`src/rtl/traffic_pkg.sv`:
```
`default_nettype none
// +----------------------------------------------------------------------+
// | traffic_pkg                                                          |
// | Shared lamp encodings, controller state enum and a clog2 helper.    |
// | Revision: 1.0                                                        |
// +----------------------------------------------------------------------+
package traffic_pkg;

    typedef enum logic [1:0] {
        LIGHT_RED    = 2'b00,
        LIGHT_YELLOW = 2'b01,
        LIGHT_GREEN  = 2'b10
    } light_e;

    typedef enum logic [2:0] {
        ST_GREEN       = 3'd0,
        ST_YELLOW      = 3'd1,
        ST_ALL_RED     = 3'd2,
        ST_PRE_YELLOW  = 3'd3,
        ST_PRE_ALL_RED = 3'd4,
        ST_PRE_HOLD    = 3'd5
    } state_e;

    // Never returns less than 1 so a phase index always has at least one bit.
    function automatic int clog2(input int n);
        int r;
        r = 1;
        for (int i = 1; i < 31; i++) begin
            if ((1 << i) < n) r = i + 1;
        end
        return r;
    endfunction

endpackage
`default_nettype wire

```
`src/rtl/traffic_phase_controller_if.sv`:
```
`default_nettype none
// +----------------------------------------------------------------------+
// | traffic_phase_controller_if                                          |
// | Detector/button inputs and lamp-driver outputs of the controller.   |
// | Revision: 1.0                                                        |
// +----------------------------------------------------------------------+
interface traffic_phase_controller_if
    import traffic_pkg::*;
#(
    parameter int NUM_PHASES = 4
);
    localparam int PW = clog2(NUM_PHASES);

    logic                    tick;
    logic [NUM_PHASES-1:0]   veh_det;
    logic [NUM_PHASES-1:0]   ped_req;
    logic                    emergency;
    logic [PW-1:0]           emergency_phase;
    logic [2*NUM_PHASES-1:0] light;
    logic [NUM_PHASES-1:0]   walk;
    logic [PW-1:0]           active_phase;
    logic                    preempt_active;

    modport master (
        output tick, veh_det, ped_req, emergency, emergency_phase,
        input  light, walk, active_phase, preempt_active
    );

    modport slave (
        input  tick, veh_det, ped_req, emergency, emergency_phase,
        output light, walk, active_phase, preempt_active
    );
endinterface
`default_nettype wire

```
`src/rtl/traffic_phase_arbiter.sv`:
```
`default_nettype none
// +----------------------------------------------------------------------+
// | traffic_phase_arbiter                                                |
// | Round-robin next-phase select starting after the active phase.      |
// | Revision: 1.0                                                        |
// +----------------------------------------------------------------------+
module traffic_phase_arbiter
    import traffic_pkg::*;
#(
    parameter  int NUM_PHASES = 4,
    localparam int PW         = clog2(NUM_PHASES)
) (
    input  wire logic [NUM_PHASES-1:0] i_demand,
    input  wire logic [PW-1:0]         i_active_phase,
    output logic      [PW-1:0]         o_next_phase,
    output logic                       o_has_demand
);
    int            w_idx;
    logic [PW-1:0] w_sel;

    // Scan farthest-first so the nearest demanding phase is written last.
    always_comb begin
        o_next_phase = i_active_phase;
        o_has_demand = 1'b0;
        w_idx        = 0;
        w_sel        = '0;
        for (int i = NUM_PHASES - 1; i >= 1; i--) begin
            w_idx = int'(i_active_phase) + i;
            if (w_idx >= NUM_PHASES) w_idx = w_idx - NUM_PHASES;
            w_sel = PW'(w_idx);
            if (i_demand[w_sel]) begin
                o_next_phase = w_sel;
                o_has_demand = 1'b1;
            end
        end
    end
endmodule
`default_nettype wire

```
`src/rtl/traffic_phase_controller.sv`:
```
`default_nettype none
// +----------------------------------------------------------------------+
// | traffic_phase_controller                                             |
// | Actuated multi-phase signal sequencer with walk and pre-emption.    |
// | Revision: 1.0                                                        |
// +----------------------------------------------------------------------+
module traffic_phase_controller
    import traffic_pkg::*;
#(
    parameter int NUM_PHASES    = 4,
    parameter int TIMER_W       = 8,
    parameter int GREEN_MIN     = 4,
    parameter int GREEN_MAX     = 16,
    parameter int EXT_TIME      = 2,
    parameter int YELLOW_TIME   = 2,
    parameter int ALL_RED_TIME  = 1,
    parameter int WALK_TIME     = 3,
    parameter int EMERGENCY_MIN = 4
) (
    input wire logic clk,
    input wire logic reset,
    traffic_phase_controller_if.slave bus
);
    localparam int PW = clog2(NUM_PHASES);
    localparam int C_MIN_PED_I = (WALK_TIME > GREEN_MIN) ? WALK_TIME : GREEN_MIN;

    localparam logic [TIMER_W-1:0] C_GMIN    = TIMER_W'(GREEN_MIN);
    localparam logic [TIMER_W-1:0] C_MIN_PED = TIMER_W'(C_MIN_PED_I);
    localparam logic [TIMER_W-1:0] C_GMAX_M1 = TIMER_W'(GREEN_MAX - 1);
    localparam logic [TIMER_W-1:0] C_EXT     = TIMER_W'(EXT_TIME);
    localparam logic [TIMER_W-1:0] C_YEL     = TIMER_W'(YELLOW_TIME);
    localparam logic [TIMER_W-1:0] C_AR      = TIMER_W'(ALL_RED_TIME);
    localparam logic [TIMER_W-1:0] C_WALK    = TIMER_W'(WALK_TIME);
    localparam logic [TIMER_W-1:0] C_EMIN    = TIMER_W'(EMERGENCY_MIN);
    localparam logic [TIMER_W-1:0] C_ONE     = TIMER_W'(1);
    localparam logic [2*NUM_PHASES-1:0] C_LIGHT_RST = {{(2*NUM_PHASES-2){1'b0}}, 2'b10};

    state_e                  state_q, state_d;
    logic [PW-1:0]           active_q, active_d;
    logic [TIMER_W-1:0]      cnt_q, cnt_d;
    logic [TIMER_W-1:0]      gap_q, gap_d;
    logic [NUM_PHASES-1:0]   demand_q, demand_d;
    logic [NUM_PHASES-1:0]   ped_dem_q, ped_dem_d;
    logic                    ped_serve_q, ped_serve_d;
    logic                    pre_q, pre_d;
    logic [PW-1:0]           epha_q, epha_d;
    logic [2*NUM_PHASES-1:0] light_q, light_d;
    logic [NUM_PHASES-1:0]   walk_q, walk_d;
    logic                    preempt_q, preempt_d;

    logic [TIMER_W-1:0] w_cnt_inc;
    logic [TIMER_W-1:0] w_min_t;
    logic               w_veh_act;
    logic               w_emer_now;
    logic [PW-1:0]      w_epha;
    logic [PW-1:0]      w_next;
    logic               w_has_demand;
    logic               w_green_end;
    logic               w_green_entry;

    traffic_phase_arbiter #(
        .NUM_PHASES (NUM_PHASES)
    ) u_arb (
        .i_demand       (demand_q),
        .i_active_phase (active_q),
        .o_next_phase   (w_next),
        .o_has_demand   (w_has_demand)
    );

    assign w_cnt_inc  = cnt_q + C_ONE;
    assign w_min_t    = ped_serve_q ? C_MIN_PED : C_GMIN;
    assign w_veh_act  = bus.veh_det[active_q];
    assign w_emer_now = bus.emergency | pre_q;
    assign w_epha     = pre_q ? epha_q : bus.emergency_phase;
    // Gap counter value 1 marks the final extension tick.
    assign w_green_end = bus.tick && ((cnt_q == C_GMAX_M1) ||
                         ((w_cnt_inc >= w_min_t) && !w_veh_act && (gap_q <= C_ONE)));

    always_comb begin
        state_d       = state_q;
        active_d      = active_q;
        cnt_d         = bus.tick ? w_cnt_inc : cnt_q;
        gap_d         = gap_q;
        demand_d      = demand_q | bus.veh_det | bus.ped_req;
        ped_dem_d     = ped_dem_q | bus.ped_req;
        ped_serve_d   = ped_serve_q;
        pre_d         = pre_q;
        epha_d        = epha_q;
        w_green_entry = 1'b0;

        if (bus.emergency && !pre_q) begin
            pre_d  = 1'b1;
            epha_d = bus.emergency_phase;
        end

        case (state_q)
            ST_GREEN: begin
                if (w_veh_act && (w_cnt_inc >= w_min_t)) gap_d = C_EXT;
                else if (bus.tick && (gap_q != '0))      gap_d = gap_q - C_ONE;
                if (w_emer_now) begin
                    state_d = (active_q == w_epha) ? ST_PRE_HOLD : ST_PRE_YELLOW;
                    cnt_d   = '0;
                end else if (w_green_end && w_has_demand) begin
                    state_d = ST_YELLOW;
                    cnt_d   = '0;
                end else if (cnt_q == C_GMAX_M1) begin
                    cnt_d = cnt_q;
                end
            end
            ST_YELLOW: begin
                if (bus.tick && (w_cnt_inc == C_YEL)) begin
                    state_d = w_emer_now ? ST_PRE_ALL_RED : ST_ALL_RED;
                    cnt_d   = '0;
                end
            end
            ST_ALL_RED: begin
                if (bus.tick && (w_cnt_inc == C_AR)) begin
                    cnt_d = '0;
                    if (w_emer_now) begin
                        state_d = ST_PRE_ALL_RED;
                    end else begin
                        state_d       = ST_GREEN;
                        active_d      = w_next;
                        w_green_entry = 1'b1;
                    end
                end
            end
            ST_PRE_YELLOW: begin
                if (bus.tick && (w_cnt_inc == C_YEL)) begin
                    state_d = ST_PRE_ALL_RED;
                    cnt_d   = '0;
                end
            end
            ST_PRE_ALL_RED: begin
                if (bus.tick && (w_cnt_inc == C_AR)) begin
                    state_d  = ST_PRE_HOLD;
                    active_d = w_epha;
                    cnt_d    = '0;
                end
            end
            ST_PRE_HOLD: begin
                // Hold count saturates at the minimum so a late release exits at once.
                if (cnt_q >= C_EMIN) cnt_d = cnt_q;
                if (!bus.emergency &&
                    ((cnt_q >= C_EMIN) || (bus.tick && (w_cnt_inc == C_EMIN)))) begin
                    state_d       = ST_GREEN;
                    cnt_d         = '0;
                    pre_d         = 1'b0;
                    w_green_entry = 1'b1;
                end
            end
            default: begin
                state_d  = ST_GREEN;
                active_d = '0;
                cnt_d    = '0;
            end
        endcase

        if (w_green_entry) begin
            demand_d[active_d]  = 1'b0;
            ped_dem_d[active_d] = 1'b0;
            ped_serve_d         = ped_dem_q[active_d];
            gap_d               = '0;
        end
    end

    always_comb begin
        light_d = '0;
        walk_d  = '0;
        case (state_d)
            ST_GREEN, ST_PRE_HOLD:     light_d[{active_d, 1'b0} +: 2] = LIGHT_GREEN;
            ST_YELLOW, ST_PRE_YELLOW:  light_d[{active_d, 1'b0} +: 2] = LIGHT_YELLOW;
            default:                   light_d = '0;
        endcase
        walk_d[active_d] = (state_d == ST_GREEN) && ped_serve_d && (cnt_d < C_WALK);
        preempt_d = (state_d == ST_PRE_YELLOW) || (state_d == ST_PRE_ALL_RED) ||
                    (state_d == ST_PRE_HOLD);
    end

    always_ff @(posedge clk) begin
        if (reset) begin
            state_q     <= ST_GREEN;
            active_q    <= '0;
            cnt_q       <= '0;
            gap_q       <= '0;
            demand_q    <= '0;
            ped_dem_q   <= '0;
            ped_serve_q <= 1'b0;
            pre_q       <= 1'b0;
            epha_q      <= '0;
            light_q     <= C_LIGHT_RST;
            walk_q      <= '0;
            preempt_q   <= 1'b0;
        end else begin
            state_q     <= state_d;
            active_q    <= active_d;
            cnt_q       <= cnt_d;
            gap_q       <= gap_d;
            demand_q    <= demand_d;
            ped_dem_q   <= ped_dem_d;
            ped_serve_q <= ped_serve_d;
            pre_q       <= pre_d;
            epha_q      <= epha_d;
            light_q     <= light_d;
            walk_q      <= walk_d;
            preempt_q   <= preempt_d;
        end
    end

    assign bus.light          = light_q;
    assign bus.walk           = walk_q;
    assign bus.active_phase   = active_q;
    assign bus.preempt_active = preempt_q;

endmodule
`default_nettype wire

```
`src/flat_wrapper.sv`:
```
// flat-port wrapper written by rule: the top's interface ports become plain ports
module traffic_phase_controller_flat import traffic_pkg::*;
#(
    parameter int NUM_PHASES    = 4,
    parameter int TIMER_W       = 8,
    parameter int GREEN_MIN     = 4,
    parameter int GREEN_MAX     = 16,
    parameter int EXT_TIME      = 2,
    parameter int YELLOW_TIME   = 2,
    parameter int ALL_RED_TIME  = 1,
    parameter int WALK_TIME     = 3,
    parameter int EMERGENCY_MIN = 4
)
  (clk, reset, bus_tick, bus_veh_det, bus_ped_req, bus_emergency, bus_emergency_phase, bus_light, bus_walk, bus_active_phase, bus_preempt_active);
  traffic_phase_controller_if #(.NUM_PHASES(NUM_PHASES)) bus_i ();
  input wire logic clk;
  input wire logic reset;
  input wire logic [$bits(bus_i.tick)-1:0] bus_tick;
  input wire logic [$bits(bus_i.veh_det)-1:0] bus_veh_det;
  input wire logic [$bits(bus_i.ped_req)-1:0] bus_ped_req;
  input wire logic [$bits(bus_i.emergency)-1:0] bus_emergency;
  input wire logic [$bits(bus_i.emergency_phase)-1:0] bus_emergency_phase;
  output wire logic [$bits(bus_i.light)-1:0] bus_light;
  output wire logic [$bits(bus_i.walk)-1:0] bus_walk;
  output wire logic [$bits(bus_i.active_phase)-1:0] bus_active_phase;
  output wire logic [$bits(bus_i.preempt_active)-1:0] bus_preempt_active;
  assign bus_i.tick = bus_tick;
  assign bus_i.veh_det = bus_veh_det;
  assign bus_i.ped_req = bus_ped_req;
  assign bus_i.emergency = bus_emergency;
  assign bus_i.emergency_phase = bus_emergency_phase;
  assign bus_light = bus_i.light;
  assign bus_walk = bus_i.walk;
  assign bus_active_phase = bus_i.active_phase;
  assign bus_preempt_active = bus_i.preempt_active;
  traffic_phase_controller #(.NUM_PHASES(NUM_PHASES), .TIMER_W(TIMER_W), .GREEN_MIN(GREEN_MIN), .GREEN_MAX(GREEN_MAX), .EXT_TIME(EXT_TIME), .YELLOW_TIME(YELLOW_TIME), .ALL_RED_TIME(ALL_RED_TIME), .WALK_TIME(WALK_TIME), .EMERGENCY_MIN(EMERGENCY_MIN)) u_core (.clk(clk), .reset(reset), .bus(bus_i));
endmodule
```
`config.mk`:
```
export PLATFORM = sky130hd
export DESIGN_NAME = traffic_phase_controller_flat
export DESIGN_NICKNAME = d
export VERILOG_FILES = /design/src/rtl/traffic_pkg.sv /design/src/rtl/traffic_phase_controller_if.sv /design/src/rtl/traffic_phase_arbiter.sv /design/src/rtl/traffic_phase_controller.sv /design/src/flat_wrapper.sv
export SDC_FILE = /design/constraint.sdc
export NUM_CORES = 1
export LEC_CHECK = 0
export ABC_CLOCK_PERIOD_IN_PS = 3800
export CAP_MARGIN = 20
export CORE_ASPECT_RATIO = 1.4
export CORE_MARGIN = 2
export CORE_UTILIZATION = 58
export CTS_CLUSTER_SIZE = 24
export DETAILED_ROUTE_END_ITERATION = 16
export PLACE_DENSITY = 0.83
export SLEW_MARGIN = 5
export SYNTH_ARGS = -nofsm -noshare
export SYNTH_HDL_FRONTEND = slang
export SYNTH_HIERARCHICAL = 1
export SYNTH_SLANG_ARGS = --single-unit
```
`constraint.sdc`:
```
create_clock -name clk -period 3.8 [get_ports clk]
set_clock_uncertainty 0.05 [all_clocks]
set_input_delay 0.76 -clock clk [delete_from_list [all_inputs] [get_ports clk]]
set_output_delay 0.76 -clock clk [all_outputs]
set_load 0.01 [all_outputs]
```
* After elaboration in Yosys (flattened, before gate mapping)
Cells that the tools add are included. W data, S select, Z words.
Word-level totals: bits in registers 46, output and inout port bits 15, logic and storage cells 152
Cells by class: add/subtract/negate cells 9, magnitude comparators 13, eq/ne operators 14, shifts and indexed selects 3, muxes and demuxes 59, bitwise operators 10, reductions and logical operators 32
Operators with widths (count):
- $mux W8 | 10
- $pmux W8 S4 | 1
- $mux W3 | 10
- $mux W2 | 10
- $pmux W3 S6 | 1
- $and A8 B8 Y8 | 2
- $ge A8 B3 Y1 const B | 2
- $mux W1 | 16
- $pmux W8 S2 | 1
- $shiftx A2 B5 Y8 const A | 2
- $lt A2 B3 Y1 const B | 5
- $logic_and A1 B1 Y1 | 14
- $and A4 B4 Y4 | 3
- $eq A3 B3 Y1 const B | 4
- $or A4 B4 Y4 | 3
- $bmux W1 S2 | 5
- $reduce_or A2 Y1 | 5
- $eq A3 B2 Y1 const B | 3
- $ge A3 B3 Y1 const B | 3
- $add A8 B1 Y8 const B | 1
- $eq A8 B1 Y1 const B | 1
- $eq A8 B2 Y1 const B | 1
- $eq A8 B3 Y1 const B | 1
- $eq A8 B4 Y1 const B | 1
- 24 further kinds | 35

* Logic depth before layout (Yosys ltp)
depth in word-level cells 18, depth in mapped cells 13, depth with buffers taken out 12

* Cells and area by module
Netlist, hierarchy kept.
By module, submodules not included:
- traffic_phase_controller | times used 1, cells an instance 353, area an instance 2914.0 µm², seq. area each 920.9 µm²
- traffic_phase_arbiter | times used 1, cells an instance 20, area an instance 133.9 µm², seq. area each 0.0 µm²

* Worst setup path before layout
Ideal clock, no wire load.
path kind flip-flop to flip-flop, start reg u_core.cnt_q[1], end reg u_core.light_q[0] (netlist: u_core/bus.light[0]), library setup time 96 ps, data arrival time 2930 ps, data required time 3654 ps, setup slack 724 ps, stages on the path, launching flop included 12, buffers on the path 1, path through dfxtp_1 > ha_1 > buf_2 > or2_1 > a211oi_1 > o22a_1 > a21oi_1 > a311o_1 > nor2_1 > ha_1 > nand3b_1 > nor4b_1
Between the ends: cells in the longest elaborated chain, start to end 13, elaborated cells on any way between the ends 41
RTL lines:
- start: declaration | line traffic_phase_controller.sv:40 | logic [TIMER_W-1:0] cnt_q, cnt_d;
- start signal: assignment | line traffic_phase_controller.sv:197 | cnt_q <= cnt_d;
- $add A8 B1 Y8 | line traffic_phase_controller.sv:70 | assign w_cnt_inc = cnt_q + C_ONE;
- $ge A8 B3 Y1 | line traffic_phase_controller.sv:77 | ((w_cnt_inc >= w_min_t) && !w_veh_act && (gap_q <= C_ONE)));
- $logic_and A1 B1 Y1 (2 in a row) | line traffic_phase_controller.sv:77
- $logic_or A1 B1 Y1 | line traffic_phase_controller.sv:76 | assign w_green_end = bus.tick && ((cnt_q == C_GMAX_M1) ||
- $logic_and A1 B1 Y1 | line traffic_phase_controller.sv:76
- $logic_and A1 B1 Y1 | line traffic_phase_controller.sv:103 | end else if (w_green_end && w_has_demand) begin
- $mux W3 | line traffic_phase_controller.sv:103
- $mux W3 | line traffic_phase_controller.sv:100 | if (w_emer_now) begin
- $pmux W3 S6 | line traffic_phase_controller.sv:96 | case (state_q)
- $eq A3 B1 Y1 (tied with other cells) | line traffic_phase_controller.sv:170 | case (state_d)
- $reduce_or A2 Y1 | line traffic_phase_controller.sv:170
- $pmux W8 S2 * | line traffic_phase_controller.sv:170
- end signal: assignment | line traffic_phase_controller.sv:204 | light_q <= light_d;
- end: declaration | line traffic_phase_controller.sv:47 | logic [2*NUM_PHASES-1:0] light_q, light_d;
Every way passes the cells marked *; elsewhere a longest branch is shown, timed or not. A chain may end at the register's enable or synchronous reset.

* Worst setup path after layout
start in bus_veh_det[1], end reg u_core.walk_q[1] (netlist: u_core/bus.walk[1])
Between the ends: cells in the longest elaborated chain, start to end 15, elaborated cells on any way between the ends 19
RTL lines:
- start: declaration | line flat_wrapper.sv:19 | input wire logic [$bits(bus_i.veh_det)-1:0] bus_veh_det;
- $bmux W1 S2 * | line traffic_phase_controller.sv:72 | assign w_veh_act = bus.veh_det[active_q];
- $mux W1 (not written as such) * | line traffic_phase_controller.sv:72
- $logic_not A1 Y1 * | line traffic_phase_controller.sv:77
- $logic_and A1 B1 Y1 * (2 in a row) | line traffic_phase_controller.sv:77
- $logic_or A1 B1 Y1 * | line traffic_phase_controller.sv:76
- $logic_and A1 B1 Y1 * | line traffic_phase_controller.sv:76
- $logic_and A1 B1 Y1 * | line traffic_phase_controller.sv:103
- branches (longest 5 deep; another with $lt A8 B2 Y1)
- $logic_and A1 B1 Y1 * | line traffic_phase_controller.sv:175 | walk_d[active_d] = (state_d == ST_GREEN) && ped_serve_d && (cnt_d < C_WALK);
- $and A4 B4 Y4 (no line) *
- end signal: assignment | line traffic_phase_controller.sv:205 | walk_q <= walk_d;
- end: declaration | line traffic_phase_controller.sv:48 | logic [NUM_PHASES-1:0] walk_q, walk_d;
Mark *: on every way between the ends. The select of a mux whose other input is x is not followed.

==> run metrics <==
status finished, final reports clean; GP Congestion 0.9380; Met3 Wirelength 389 µm; Vias 2969; Clk Latency, worst-skew pair 0.30 ns; Register Area 920.9 µm²; distinct cell type count after synthesis 77; power per cell area 606.7 mW/mm²; Synth area leader dfxtp_1; Clock Sinks 46; die area 0.005859 mm²; Slew @ Worst Pin 0.6167 ns; dpl hpwl 5.960 mm; met2 WL 4.066 mm; Global Route Usage Sum 0.2812; Hold Crit Class reg2reg; router iterations before antenna repair 4; clk buf depth 2; Post CTS Setup Buffer Count 0; Seq cells post-synth 46; peak supply drop 424.2 µV; initial cell density of the core 0.5953; Main synth FF type dfxtp_1; area delta synth->final 15.85%; worst-path fanout max 5; Synth top area share 0.3021; cell total after placement 460; CP required 3.95 ns; DR vias/cell 6.344; Critical Path Sink Type register; largest net degree at the start of global routing 21; post-DR wirelength/cell 16.98 µm; FILL cells 446; Post-Syn Area 0.003048 mm²; Antenna Cells 0; CTS Hold Bufs 0; CP arrival 3.60 ns; antenna viol nets, final 0; Final Hold Fails 0; number of global-route vias before repair 2863; ranking of synthesized cells by area dfxtp_1 30%, nor2_1 6.0%, ha_1 4.5%; sequential fraction of the synthesis area 0.3021; final setup TNS 0 ns; Synth warnings 6; DRC 0; Slew Limit Fails 0; Total Power 2.142 mW; fmax 0.2901 GHz; Final Non-Filler Cells 468; Post-synth ARST share 0; setup slack, reg-to-reg 0.42 ns; aggregate global routing overflow 0; Layout Nets 426; DIE HEIGHT 89.77 µm; maxcap violations 0; RSZ-0062 raised after global routing false; share of cells above drive strength 1 0.1095; port buffer count 28; Cell Rows 31; Boundary Pins 29; clock slew at reported path FFs 0.09 ns; multi-input logic area 0.001969 mm²; Setup violations, final 0; Final Cycle Share 0.9073; initial antenna violation count 0; clock buffer count from CTS 5; Post-Syn Area per Cell 8.171 µm²; Max-slew headroom 0.5875; CP Launch Type input port; Synthesized Nets 398; core area 0.005120 mm²; met1 wire length 3.096 mm; Max Used Layer met4; Die W 65.27 µm; Post-CTS Resized 0; first-pass GRT wire length 13.17 mm; root buf cell clkbuf_8; Tmin final 3.448 ns; Mapped Cells 373; CTS tree done; Leak 1.320 nW; H-Tree Depth 2; Setup CP Type in2reg; Initial DRC Count 209; EDFF count, synth 0; hold slack 0.4293 ns; WL final 7.946 mm
state kept, by name (all words and copies together) (netlist names):
name and count:
u_core/gap_q 8, u_core/demand_q 4, u_core/pre_q 1, u_core/cnt_q 8
u_core/bus.walk 4, u_core/bus.light 8, u_core/state_q 3, u_core/bus.active_phase 2
u_core/ped_dem_q 4, u_core/bus.preempt_active 1, u_core/ped_serve_q 1, u_core/epha_q 2
cell families after synthesis:
logic type	share of synthesized area
xor gates and xnor gates	0.05172
DFF	0.3021
buffers and inverters	0.05172
and+or+nand+nor	0.2693
muxes	0.04926
AOI/OAI and AO/OA	0.2307
adders and majority gates	0.04516
critical path, stage by stage:
cell and delay, ns:
clkdlybuf4s50_1 0.43, mux4_2 0.52, or4b_4 0.58, a32o_1 0.25, a31oi_4 0.22, a21oi_1 0.06
a211oi_1 0.29, nor2_1 0.17, nor4b_1 0.31
through the flow:
step                setup WS (ns)  utilization  instance area (µm²)
floorplan                  0.7236            -                 3048
global placement           0.2745       0.6676                 3418
detailed placement        0.09727       0.6676                 3418
CTS                        0.4153       0.6896                 3531
global route              0.02289       0.6896                 3531
finish                     0.3524       0.6896                 3531
final cells by class:
| type | count | share of cell area |
|---|---|---|
| multi-input combinational | 292 | 0.5578 |
| sequential | 46 | 0.2608 |
| timing repair buffer | 44 | 0.1134 |
| tap | 66 | 0.02339 |
| clock buffer | 5 | 0.01949 |
| inverter | 12 | 0.01276 |
| clock inverter | 3 | 0.01240 |
cells in the mapped netlist (3+ instances only):
cell and number:
dfxtp_1 46, a211oi_1 6, ha_1 11, nand3_1 10, o21ai_0 13, mux2i_1 6, o21ai_1 8, o31a_1 4
inv_1 12, xor2_1 5, nor3_1 11, nand4_1 5, or2_1 3, buf_2 6, nor2_1 49, nor3b_1 5
nand2_1 28, xnor2_1 13, o22ai_1 4, clkbuf_1 13, nor4b_1 6, a21oi_1 19, nor4_1 5, nor2b_1 6
o21a_1 6, and3_1 5, mux2_2 5
placed cells by master, fill, tap and decap left out, types with 3 or more instances in the layout:
cell type,synthesis,layout
a211oi_1,6,6
a21oi_1,19,19
and3_1,5,5
buf_4,1,16
clkbuf_8,0,5
clkdlybuf4s50_1,0,28
dfxtp_1,46,46
ha_1,11,11
inv_1,12,12
mux2_2,5,5
mux2i_1,6,6
nand2_1,28,28
nand3_1,10,10
nand4_1,5,5
nor2_1,49,49
nor2b_1,6,6
nor3_1,11,11
nor3b_1,5,5
nor4_1,5,5
nor4b_1,6,6
o21a_1,6,6
o21ai_0,13,13
o21ai_1,8,8
o22ai_1,4,4
o31a_1,4,4
or2_1,3,3
xnor2_1,13,13
xor2_1,5,5
worst paths after layout:
path	from	end	depth (start not counted)
min	u_core/ped_dem_q[1]	u_core/ped_dem_q[1]	1
min reg2reg	u_core/ped_dem_q[1]	u_core/ped_dem_q[1]	1
max reg2reg	u_core/cnt_q[1]	u_core/bus.walk[1]	11
max	bus_veh_det[1]	u_core/bus.walk[1]	9
report_power, final:
part	switching, mW	internal [mW]	total [mW]
combinational	0.656	0.482	1.14
sequential	0.0873	0.549	0.636
clock	0.171	0.197	0.368
metal layers:
metal	vias up	track usage
met1	1388	0.3206
li1	1416	-
met2	128	0.4770
met5	-	0
met3	37	0.04255
met4	0	0.1771
(Power assumes the default switching activity.)
